===== config.mk =====
export PLATFORM = sky130hd
export DESIGN_NAME = ignition_event_sequencer
export DESIGN_NICKNAME = d
export VERILOG_FILES = /design/src/rtl/ignition_seq_pkg.sv /design/src/rtl/event_skid_reg.sv /design/src/rtl/ignition_event_sequencer.sv
export SDC_FILE = /design/constraint.sdc
export NUM_CORES = 1
export LEC_CHECK = 0
export ABC_AREA = 1
export ABC_CLOCK_PERIOD_IN_PS = 5600
export CORE_MARGIN = 1.5
export CORE_UTILIZATION = 55
export CTS_CLUSTER_SIZE = 8
export DETAILED_ROUTE_END_ITERATION = 10
export GPL_TIMING_DRIVEN = 0
export PLACE_DENSITY = 0.87
export RECOVER_POWER = 25
export SETUP_SLACK_MARGIN = 0.02
export SYNTH_ARGS = -nofsm -noshare
export SYNTH_HDL_FRONTEND = slang
export SYNTH_SLANG_ARGS = --single-unit

===== constraint.sdc =====
create_clock -name clk -period 5.6 [get_ports clk]
set_input_delay 1.4 -clock clk [delete_from_list [all_inputs] [get_ports clk]]
set_output_delay 1.4 -clock clk [all_outputs]
set_load 0.02 [all_outputs]

===== src/rtl/ignition_seq_pkg.sv =====
// rtl/ignition_seq_pkg.sv - state encodings and shared constants for the ignition event sequencer
package ignition_seq_pkg;

  typedef enum logic [2:0] {
    ST_IDLE    = 3'd0,
    ST_ARMED   = 3'd1,
    ST_IGNITE  = 3'd2,
    ST_PLATEAU = 3'd3,
    ST_REFRACT = 3'd4
  } state_t;

  localparam int Q14_FRAC     = 14;
  localparam int Q14_ONE      = 1 << Q14_FRAC;
  localparam int Q14_HALF     = 1 << (Q14_FRAC - 1);
  localparam int HYST_DEFAULT = 819;

  localparam int EV_ALIGN_W = 18;
  localparam int EV_PLAT_W  = 12;

endpackage


===== src/rtl/event_skid_reg.sv =====
// rtl/event_skid_reg.sv - single-entry valid/ready event holding register with sticky drop flag
module event_skid_reg
  import ignition_seq_pkg::*;
#(
  parameter int A_W = EV_ALIGN_W,
  parameter int P_W = EV_PLAT_W
) (
  input  logic           clk,
  input  logic           rst_n,
  input  logic           push,
  input  logic [A_W-1:0] push_alignment,
  input  logic           push_conscious,
  input  logic [P_W-1:0] push_plateau_len,
  input  logic           ready,
  output logic           valid,
  output logic [A_W-1:0] alignment,
  output logic           conscious,
  output logic [P_W-1:0] plateau_len,
  output logic           overflow
);

  logic consume;
  assign consume = valid && ready;

  // A push lands if the slot is empty or drains on this same edge; otherwise the new record is lost.
  always_ff @(posedge clk or negedge rst_n) begin
    if (!rst_n) begin
      valid       <= 1'b0;
      alignment   <= '0;
      conscious   <= 1'b0;
      plateau_len <= '0;
      overflow    <= 1'b0;
    end else if (push && (!valid || consume)) begin
      valid       <= 1'b1;
      alignment   <= push_alignment;
      conscious   <= push_conscious;
      plateau_len <= push_plateau_len;
    end else if (push) begin
      overflow <= 1'b1;
    end else if (consume) begin
      valid <= 1'b0;
    end
  end

endmodule


===== src/rtl/ignition_event_sequencer.sv =====
// rtl/ignition_event_sequencer.sv - ignition episode FSM emitting one event record per ignition
// Optional live statistics counters: IGNITION_SEQ_STATS_EN.
module ignition_event_sequencer
  import ignition_seq_pkg::*;
#(
  parameter int WIDTH          = 18,
  parameter int FRAC           = 14,
  parameter int CNT_W          = 12,
  parameter int ARM_CYCLES     = 4,
  parameter int MAX_PLATEAU    = 1024,
  parameter int REFRACT_CYCLES = 256,
  parameter int HYST           = HYST_DEFAULT
) (
  input  logic                    clk,
  input  logic                    rst_n,
  input  logic                    clk_en,
  input  logic signed [WIDTH-1:0] coherence,
  input  logic signed [WIDTH-1:0] ignition_threshold,
  input  logic signed [WIDTH-1:0] overall_alignment,
  input  logic                    ignition_permitted,
  input  logic                    consciousness_access_possible,
  output logic [2:0]              state,
  output logic                    ignition_pulse,
  output logic                    in_ignition,
  output logic                    event_valid,
  input  logic                    event_ready,
  output logic signed [WIDTH-1:0] event_alignment,
  output logic                    event_conscious,
  output logic [CNT_W-1:0]        event_plateau_len,
  output logic                    event_overflow,
  output logic [15:0]             ignition_count,
  output logic [15:0]             abort_count
);

  localparam int ARM_W = $clog2(ARM_CYCLES + 1);
  localparam int WP1   = WIDTH + 1;
  // HYST is a Q14 constant; rescale it when the datapath uses a different fraction.
  localparam int HYST_S = (FRAC >= Q14_FRAC) ? (HYST << (FRAC - Q14_FRAC))
                                             : (HYST >> (Q14_FRAC - FRAC));
  localparam logic signed [WIDTH:0] HYST_W    = WP1'(HYST_S);
  localparam logic [ARM_W-1:0]      ARM_LAST  = ARM_W'(ARM_CYCLES);
  localparam logic [CNT_W-1:0]      PLAT_LAST = CNT_W'(MAX_PLATEAU - 1);
  localparam logic [CNT_W-1:0]      REF_INIT  = CNT_W'(REFRACT_CYCLES);

  state_t                  st_q;
  logic [ARM_W-1:0]        arm_cnt, arm_nxt;
  logic [CNT_W-1:0]        plat_cnt, plat_nxt, ref_cnt, ref_nxt;
  logic signed [WIDTH-1:0] align_lat;
  logic                    consc_lat;
  logic                    pulse_q;
  logic signed [WIDTH:0]   coh_x, thr_x, exit_th;
  logic                    coh_ge_thr, plat_exit, armed_tick;
  logic                    ignite_fire, abort_fire, push;

  assign coh_x      = $signed({coherence[WIDTH-1], coherence});
  assign thr_x      = $signed({ignition_threshold[WIDTH-1], ignition_threshold});
  assign exit_th    = thr_x - HYST_W;
  assign coh_ge_thr = coherence >= ignition_threshold;
  assign plat_exit  = (coh_x < exit_th) || (plat_cnt == PLAT_LAST);

  assign arm_nxt  = arm_cnt + 1'b1;
  assign plat_nxt = plat_cnt + 1'b1;
  assign ref_nxt  = ref_cnt - 1'b1;

  // Abort takes priority over a completing arm on the same tick.
  assign armed_tick  = clk_en && (st_q == ST_ARMED);
  assign abort_fire  = armed_tick && !ignition_permitted;
  assign ignite_fire = armed_tick && ignition_permitted && coh_ge_thr && (arm_nxt == ARM_LAST);
  assign push        = clk_en && (st_q == ST_PLATEAU) && plat_exit;

  always_ff @(posedge clk or negedge rst_n) begin
    if (!rst_n) begin
      st_q      <= ST_IDLE;
      arm_cnt   <= '0;
      plat_cnt  <= '0;
      ref_cnt   <= '0;
      align_lat <= '0;
      consc_lat <= 1'b0;
      pulse_q   <= 1'b0;
    end else begin
      pulse_q <= 1'b0;
      if (clk_en) begin
        case (st_q)
          ST_IDLE: begin
            if (ignition_permitted) begin
              st_q    <= ST_ARMED;
              arm_cnt <= '0;
            end
          end
          ST_ARMED: begin
            if (abort_fire) begin
              st_q <= ST_IDLE;
            end else if (ignite_fire) begin
              st_q      <= ST_IGNITE;
              pulse_q   <= 1'b1;
              align_lat <= overall_alignment;
              consc_lat <= consciousness_access_possible;
            end else if (coh_ge_thr) begin
              arm_cnt <= arm_nxt;
            end else begin
              arm_cnt <= '0;
            end
          end
          ST_IGNITE: begin
            plat_cnt <= '0;
            st_q     <= ST_PLATEAU;
          end
          ST_PLATEAU: begin
            if (plat_exit) begin
              st_q    <= ST_REFRACT;
              ref_cnt <= REF_INIT;
            end else begin
              plat_cnt <= plat_nxt;
            end
          end
          ST_REFRACT: begin
            ref_cnt <= ref_nxt;
            if (ref_nxt == '0) st_q <= ST_IDLE;
          end
          default: st_q <= ST_IDLE;
        endcase
      end
    end
  end

  assign state          = st_q;
  assign ignition_pulse = pulse_q;
  assign in_ignition    = (st_q == ST_IGNITE) || (st_q == ST_PLATEAU);

  event_skid_reg #(
    .A_W(WIDTH),
    .P_W(CNT_W)
  ) u_event (
    .clk             (clk),
    .rst_n           (rst_n),
    .push            (push),
    .push_alignment  (align_lat),
    .push_conscious  (consc_lat),
    .push_plateau_len(plat_nxt),
    .ready           (event_ready),
    .valid           (event_valid),
    .alignment       (event_alignment),
    .conscious       (event_conscious),
    .plateau_len     (event_plateau_len),
    .overflow        (event_overflow)
  );

`ifdef IGNITION_SEQ_STATS_EN
  logic [15:0] ign_q, abort_q;

  always_ff @(posedge clk or negedge rst_n) begin
    if (!rst_n) begin
      ign_q   <= '0;
      abort_q <= '0;
    end else begin
      if (ignite_fire && (ign_q != 16'hFFFF)) ign_q <= ign_q + 16'd1;
      if (abort_fire && (abort_q != 16'hFFFF)) abort_q <= abort_q + 16'd1;
    end
  end

  assign ignition_count = ign_q;
  assign abort_count    = abort_q;
`else
  assign ignition_count = '0;
  assign abort_count    = '0;
`endif

endmodule


==> qor.yml <==
status: "finished with violations"
violations: "max-capacitance violations, max-slew violations"
crit_arrival_ps: 5370
h-tree-depth: 3
tns_ps: 0
die_w_um: 103
pin_count: 130
grt_usage_pct: 24.8
fin_skew_ps: 6.89
fp.dieH_um: 103
finalSetupViolCount: 0
numCtsBuffers: 9
final_layout_size_suffix_gt1_share_pct: 10.5
netlist.area_leader.share_pct: 37.9
drt-wirelength-per-cell_um: 12.4
dieArea_um2: 10600
area_delta_synth_final_pct: 27.3
cts_hold_buf: 0
portBuffers: 96
synth_cell_type_count: 37
whs_path_depth: 2
dr.pass1.iters: 7
cts_buffer_depth: 2
slew_viol_final: 86
r2r_end: "state[1]$_DFFE_PN0P_"
ys.flop_type: "dfrtp_1"
criticalPathCategory: "in2reg"
r2r_slack_ps: 3420
finalHoldViolCount: 0
synthCells: 719
fill_cells: 754
routed_wl_mm: 12.4
crit_chain: "clkdlybuf4s50_1 -> ha_1 -> nor3_1 -> nor2_1 -> nand2_1 -> nand3_1 -> nand3_1 -> nand2_1 -> nor3_2 -> nand3_1 -> o21ai_0 -> inv_1 -> ha_1 -> nand2_1 -> nor2_1 -> and2_1 -> nand3b_1 -> nand4_1 -> nand3_2 -> nand2_4 -> nand2_2 -> buf_2 -> o21ai_0"
r2r_cells: 15
cp_slowest_stage_delay_ps: 490
tritoncts: "built"
clk_latency_ps: 360
grt_pass1_vias: 4682
synth-seq-cells: 83
synth_commonest_cells: "244 x nand2_1, 83 x dfrtp_1, 77 x inv_1"
grt_max_degree: 55
tightest_slew_ps: 2420
crit_required_ps: 5880
postCtsSetupBuffers: 0
synth_edf_count: 0
rows: 36
cpLargestDelayFamily: "simple AND/OR/NAND/NOR gates"
routed-via-count: 4941
synthArstFlopShare_pct: 100
overflow: 0
irDropWorstVdd_mv: 0.178
layout_min_cycle_time_ps: 5090
placedCellCount: 980
drc: 0
synth.avg_cell_area_um2: 7.62
synth.most_common_cell: "nand2_1"
hpwlAfterDp_mm: 9.42
slew_headroom_pct: -61.0
rsz0062_at_grt: "false"
worstHoldStart: "u_event.alignment[16]$_DFFE_PN0P_"
fmax_mhz: 196
ys.warnings.count: 0
slowest_stage: "clkdlybuf4s50_1"
min_to: "u_event.alignment[16]$_DFFE_PN0P_"
period_share_pct: 91.0
antenna_left: 0
hold_class: "reg2reg"
ys_seq_area_share_pct: 37.9
coreArea_um2: 9730
cap_viol_max_count: 2
start_util_pct: 56.3
crit_path_start_kind: "input pin"
via_per_inst: 4.96
final_cells: 996
antenna_found_initial: 0
grt_pass1_wl_mm: 20.6
crit_buf_inv: 3
power.density_nw_per_um2: 311
worstReg2RegStart: "ref_cnt[0]$_DFFE_PN0P_"
critPathMaxFanout: 10
final_nets: 961
cts.sinks: 83
p_leak_nw: 3.69
endpoint_kind: "register"
antenna_cells: 0
ys_top_cells_by_area: "dfrtp_1 38%, nand2_1 17%, ha_1 9.8%"
clk_pin_slew_worst_paths_ps: 90
cts_resized: 0
drtIter0Drc: 202
synth_area_um2: 5480
root_buffer: "clkbuf_8"
yosys.area.top_type: "dfrtp_1"
place.gp.congestion: 0.941
==> placed cells by master, fill, tap and decap left out, types with 12 or more instances in the layout <==
cell | Yosys | routed
o21ai_0 | 19 | 19
a21oi_1 | 15 | 15
buf_4 | 37 | 37
xor2_1 | 26 | 26
inv_1 | 77 | 77
nand2_1 | 244 | 244
clkdlybuf4s50_1 | 0 | 95
ha_1 | 43 | 43
conb_1 | 1 | 32
nand3_1 | 47 | 47
o21ai_2 | 12 | 12
dfrtp_1 | 83 | 83
nor2_1 | 56 | 56
==> cell families after synthesis <==
| group | synth area share, % |
|---|---|
| simple gates | 28.8 |
| buf+inv | 12.5 |
| flops | 37.9 |
| compound gates | 6.53 |
| fa+ha+maj | 9.82 |
| xor+xnor | 4.32 |
| other cells | 0.0684 |
==> metal layers <==
layer | track usage [%] | part of all wire [%]
met1 | 30.5 | 41
met4 | 8.84 | 2.6
met5 | 0 | 0
met3 | 5.29 | 6.1
met2 | 43.3 | 50
==> state kept, by name (all words and copies together) (netlist names) <==
name,cells
align_lat,18
arm_cnt,3
consc_lat,1
ignition_pulse,1
plat_cnt,12
ref_cnt,12
state,3
u_event.alignment,18
u_event.conscious,1
u_event.overflow,1
u_event.plateau_len,12
u_event.valid,1
==> metrics by stage <==
step | worst slack (ps) | instance area, um2 | util, % | hold slack [ps] | power (mW)
5_1_grt | 90.7 | 6970 | 71.7 | 507 | 2.32
3_5_place_dp | 188 | 6750 | 69.4 | 462 | 1.65
6_report | 506 | 6970 | 71.7 | 482 | 2.17
3_3_place_gp | 252 | 6720 | 69.1 | 456 | 1.60
2_1_floorplan | 1300 | 5600 | - | 450 | 1.35
4_1_cts | 537 | 7000 | 71.9 | 484 | 2.18
==> worst max-delay path by stage <==
| stage | start | endpoint | slack, ps | depth (start not counted) |
|---|---|---|---|---|
| 2_1_floorplan | ignition_threshold[0] | u_event.plateau_len[2]$_DFFE_PN0P_ | 1300 | 24 |
| 5_1_grt | ignition_threshold[0] | ref_cnt[10]$_DFFE_PN0P_ | 90 | 23 |
| 3_3_place_gp | rst_n | align_lat[1]$_DFFE_PN0P_ | 250 | 1 |
| 3_5_place_dp | ignition_threshold[0] | u_event.alignment[10]$_DFFE_PN0P_ | 190 | 25 |
| 6_report | ignition_threshold[0] | ref_cnt[10]$_DFFE_PN0P_ | 510 | 23 |
| 4_1_cts | ignition_threshold[0] | plat_cnt[4]$_DFFE_PN0P_ | 540 | 23 |
==> cell type report <==
type	count	area (um2)	share of cell area, %
multi-input cells	539	2830	40.6
flip-flops and latches	83	2080	29.8
repair buffers	97	965	13.8
plain buffers	49	387	5.54
inverters	79	299	4.29
well taps	133	166	2.39
clock buffers	9	124	1.78
clock inverters	7	124	1.78
==> report_power, final <==
part / leakage (nW) / internal (mW) / total (mW) / switching [mW]
registers: 1.12 / 0.700 / 0.785 / 0.0846
clock network: 0.120 / 0.300 / 0.526 / 0.226
logic: 2.45 / 0.347 / 0.859 / 0.512
==> worst register-to-register path: stages (launching register included) <==
cell     delay, ps
dfrtp_1        390
inv_1          140
ha_1           260
inv_1           80
nor2_1          80
nand3_1        140
nor2_1         150
nor2_1          60
nor2_1         120
nand2_1         70
nor2_1         100
nand2_1         90
a21oi_1        130
nand3_1        130
nand2_1         90
nand2_1         50
(Power assumes the default switching activity.)
==> edit 1, RTL diff (config.mk and constraints unchanged) <==
Change the parameter `FRAC` from 14 to 7.
--- a/src/rtl/ignition_event_sequencer.sv
+++ b/src/rtl/ignition_event_sequencer.sv
@@ -5,5 +5,5 @@
 #(
   parameter int WIDTH          = 18,
-  parameter int FRAC           = 14,
+  parameter int FRAC           = 7,
   parameter int CNT_W          = 12,
   parameter int ARM_CYCLES     = 4,
Check against the original RTL: not equivalent (Yosys sat finds a counterexample within 10 cycles, from zero or initial values and one cycle with rst_n low).
==> edit 1 against the original RTL <==
  * The run still ends with capacitance limit, slew limit left
  * Total power down 3.0%
  * Area after synthesis down 0.94%
  * Maximum frequency down 0.68%
  * Design area down 1.3%
  * Global-route usage up 0.079 points
  * Via count down 0.75%
  * Setup slack worse by 35 ps
  * Sequential cell count unchanged
  * Synthesized cell count down 0.97%
  * Routed wire length up 1.0%
  * Largest cell class unchanged
==> edit 1: results (changes against the original RTL) <==
- R2R Path End: state[2] (was state[1])
- CP Max Fanout: 10 (unchanged)
- Largest net degree at the start of global routing: 56 (was 55)
- Failing checks: capacitance limit, slew limit (unchanged)
- M1 WL: 5.25 mm (was 5.10 mm)
- Hold EP: u_event.alignment[0] (was u_event.alignment[16])
- First-pass GRT wire length: 20.8 mm (was 20.6 mm)
- Critical path destination: plat_cnt[10] (was ref_cnt[10])
- Gate Count Post-Synth: 712 (was 719)
- Measured slew at the worst slew-check pin: 2360 ps (was 2420 ps)
- Met3 wire length: 640 um (was 761 um)
- Routing usage on met2: 42.7% (was 43.3%)
- Final clock skew: 8.67 ps (was 6.89 ps)
- Crit path DAT: 5410 ps (was 5370 ps)
- Vias in the first global route: 4658 (was 4682)
- Pre-CTS setup slack: -18.8 ps (was 188 ps)
- WL final: 12.5 mm (was 12.4 mm)
- Vias per cell: 4.96 (about the same)
- TritonCTS Buffers: 9 (unchanged)
- Metal2 WL: 6.47 mm (was 6.20 mm)
- Critical Path Start: ignition_threshold[1] (was ignition_threshold[0])
- Drt pass-1 iters: 5 (was 7)
- Finish-stage setup viols: 0 (unchanged)
- Placed cell count: 973 (was 980)
- Placed Area: 6700 sq um (was 6750 sq um)
- Worst path max stage delay: 470 ps (was 490 ps)
- Max VDD drop: 0.180 mV (was 0.178 mV)
- 1st-iter DRT viols: 248 (was 202)
- MaxCap Viol Count: 2 (unchanged)
- FILL cells: 740 (was 754)
- Post-synthesis sequential area ratio: 38.3% (was 37.9%)
- Mean routed wirelength per cell: 12.6 um (was 12.4 um)
- Max Slew Vio Count: 86 (unchanged)
- Final nets: 953 (was 961)
- Status: complete, but fails checks (unchanged)
- Leakage power: 3.62 nW (was 3.69 nW)
- Synth area leaders: dfrtp_1 38%, nand2_1 17%, ha_1 9.7%, inv_1 5.0%, buf_4 4.7% (was dfrtp_1 38%, nand2_1 17%, ha_1 9.8%, inv_1 5.3%, buf_4 5.1%)
- Hold_sp: u_event.alignment[0] (was u_event.alignment[16])
- Placer Congestion: 0.946 (was 0.941)
- Fraction of layout cells with a size suffix above 1: 10.2% (was 10.5%)
- Fin crit share: 91.6% (was 91.0%)
==> edit 1: final cells by class <==
cell class	count	area, sq um	area share, %
repair buffers	97	967	14.0
inverters	75	284	4.13
multi-input cells	538	2810	40.8
clock buffers	10	128	1.85
well taps	133	166	2.42
flip-flops and latches	83	2080	30.2
plain buffers	47	379	5.51
clock inverters	6	73.8	1.07
==> edit 1: where the power goes <==
group	total [mW]	internal (mW)	switching, mW
clock network	0.444	0.212	0.232
registers	0.786	0.697	0.0886
logic	0.876	0.349	0.527
total	2.11	1.26	0.848
==> edit 1: kinds of logic after synthesis <==
kind of cell	Yosys count	share of synthesized area, %
AND/OR/NAND/NOR	379	29.3
buffers and inverters	122	12.2
flip-flops	83	38.3
AO/OA/AOI/OAI	63	6.89
adder cells (fa/ha/maj)	42	9.68
XOR/XNOR	22	3.55
other	1	0.0691
==> edit 1: worst max-delay path: cells and delay by family <==
family,cells,cell delay [ps]
simple gates,17,2580
fa+ha+maj,2,530
buf+inv,1,470
compound gates,1,240
xor+xnor,1,170
==> edit 2, RTL diff (config.mk and constraints unchanged) <==
Without the edit above. Put a register stage on the output `event_overflow`, without a reset. The value now appears one clock later. The other outputs are not delayed to match.
--- a/src/rtl/ignition_event_sequencer.sv
+++ b/src/rtl/ignition_event_sequencer.sv
@@ -42,4 +42,6 @@
   localparam logic [CNT_W-1:0]      PLAT_LAST = CNT_W'(MAX_PLATEAU - 1);
   localparam logic [CNT_W-1:0]      REF_INIT  = CNT_W'(REFRACT_CYCLES);
+
+  logic event_overflow_d;
 
   state_t                  st_q;
@@ -143,5 +145,5 @@
     .conscious       (event_conscious),
     .plateau_len     (event_plateau_len),
-    .overflow        (event_overflow)
+    .overflow        (event_overflow_d)
   );
 
@@ -166,4 +168,8 @@
 `endif
 
+  always_ff @(posedge clk) begin
+    event_overflow <= event_overflow_d;
+  end
+
 endmodule
 
Check against the original RTL: no difference found for any inputs over 10 cycles, from zero or initial values and one cycle with rst_n low; that may be too few to reach the edited logic, so the function may still have changed.
==> edit 2 against the original RTL <==
  * The run still ends with capacitance limit, slew limit left
  * Total power down 3.2%
  * Area after synthesis is 0.37% higher
  * Cell count grew 0.10%
  * Sequential power increased by 0.9%
  * Routed wire length is 1.4% higher
  * Design area decreased by 0.29%
  * Sequential cell count is 1 higher
  * Setup slack worse by 41 ps
  * Combinational power about the same
  * Via count grew 0.34%
  * Critical path type unchanged
==> edit 2: results (changes against the original RTL) <==
- Clock Path Buffers: 2 (unchanged)
- Dpl hpwl: 9.77 mm (was 9.42 mm)
- Largest net degree at the start of global routing: 58 (was 55)
- Hold WS: 392 ps (was 482 ps)
- Measured slew at the worst slew-check pin: 2560 ps (was 2420 ps)
- WL final: 12.6 mm (was 12.4 mm)
- Status: complete, but fails checks (unchanged)
- Metal2 WL: 6.55 mm (was 6.20 mm)
- Yosys cell types: 38 (was 37)
- MaxCap Viol Count: 1 (was 2)
- Failing checks: capacitance limit, slew limit (unchanged)
- Post-synthesis sequential area ratio: 38.1% (was 37.9%)
- Critical Path Start: ignition_threshold[0] (unchanged)
- FILL cells: 770 (was 754)
- R2R Path End: state[2] (was state[1])
- Final nets: 962 (was 961)
- Final clock skew: 10.4 ps (was 6.89 ps)
- Vias in the first global route: 4803 (was 4682)
- Met3 wire length: 544 um (was 761 um)
- Placer Congestion: 0.903 (was 0.941)
- Synth area leaders: dfrtp_1 38%, nand2_1 17%, ha_1 9.8%, inv_1 5.3%, buf_4 5.1% (unchanged)
- Met1 usage: 29.9% (was 30.5%)
- Worst Hold Depth: 0 (was 2)
- M1 WL: 5.24 mm (was 5.10 mm)
- Fraction of layout cells with a size suffix above 1: 10.5% (about the same)
- Async S/R FF share, synth: 98.8% (was 100%)
- Reg-to-reg slack, setup: 3400 ps (was 3420 ps)
- GRT Resource Usage Total: 24.8% (about the same)
- Max VDD drop: 0.188 mV (was 0.178 mV)
- Met3 Resource Use GR: 4.68% (was 5.29%)
- Routing usage on met2: 44.8% (was 43.3%)
- First-pass GRT wire length: 20.8 mm (was 20.6 mm)
- Max Slew Vio Count: 58 (was 86)
- Vias post-DR: 4958 (was 4941)
- 1st-iter DRT viols: 198 (was 202)
- Leakage power: 3.68 nW (was 3.69 nW)
- Initial antenna violation count: 0 (unchanged)
- Hold EP: event_overflow (was u_event.alignment[16])
- Crit path DAT: 5420 ps (was 5370 ps)
- Hold_sp: u_event.overflow (was u_event.alignment[16])
- Drt pass-1 iters: 5 (was 7)
edit 2: cell count changes after synthesis, sizes merged:
cell and delta:
dfxtp +1
edit 2: through the flow:
step | std cells | cell area, sq um | utilization [%] | worst slack (ps)
6_report | 997 | 6950 | 71.5 | 464
4_1_cts | 997 | 6980 | 71.7 | 495
3_3_place_gp | 980 | 6740 | 69.3 | 288
2_1_floorplan | 751 | 5620 | - | 1300
3_5_place_dp | 981 | 6770 | 69.6 | 123
5_1_grt | 997 | 6950 | 71.5 | 128
edit 2: layout make-up:
class / count / share of cell area (%)
plain buffers: 49 / 5.56
clock buffers: 9 / 1.78
clock inverters: 7 / 1.21
inverters: 79 / 4.30
multi-input cells: 539 / 40.7
flip-flops and latches: 84 / 30.2
well taps: 133 / 2.39
repair buffers: 97 / 13.9
edit 2: logic make-up (layout without fill, tap and decap cells):
| logic type | after synthesis | in the layout | share of synthesized area [%] |
|---|---|---|---|
| xor+xnor | 27 | 27 | 4.30 |
| other cells | 1 | 32 | 0.0682 |
| flops | 84 | 84 | 38.1 |
| buf+inv | 128 | 241 | 12.5 |
| fa+ha+maj | 43 | 43 | 9.78 |
| simple gates | 377 | 377 | 28.7 |
| compound gates | 60 | 60 | 6.51 |
edit 2: report_power, final:
group / internal [mW] / switching, mW
Clock: 0.214 / 0.237
Combinational: 0.348 / 0.509
Sequential: 0.708 / 0.0840
Total: 1.27 / 0.830
edit 2: worst reg2reg max path: stages (launching register included):
cell	delay, ps
dfrtp_1	390
inv_1	140
ha_1	270
inv_1	80
nor2_1	90
nand3_1	130
nor2_1	140
nor2_1	60
nor2_1	130
nand2_1	80
nor2_1	90
nand2_1	90
a21oi_1	140
nand3_1	140
nand2_1	90
nand2_1	50
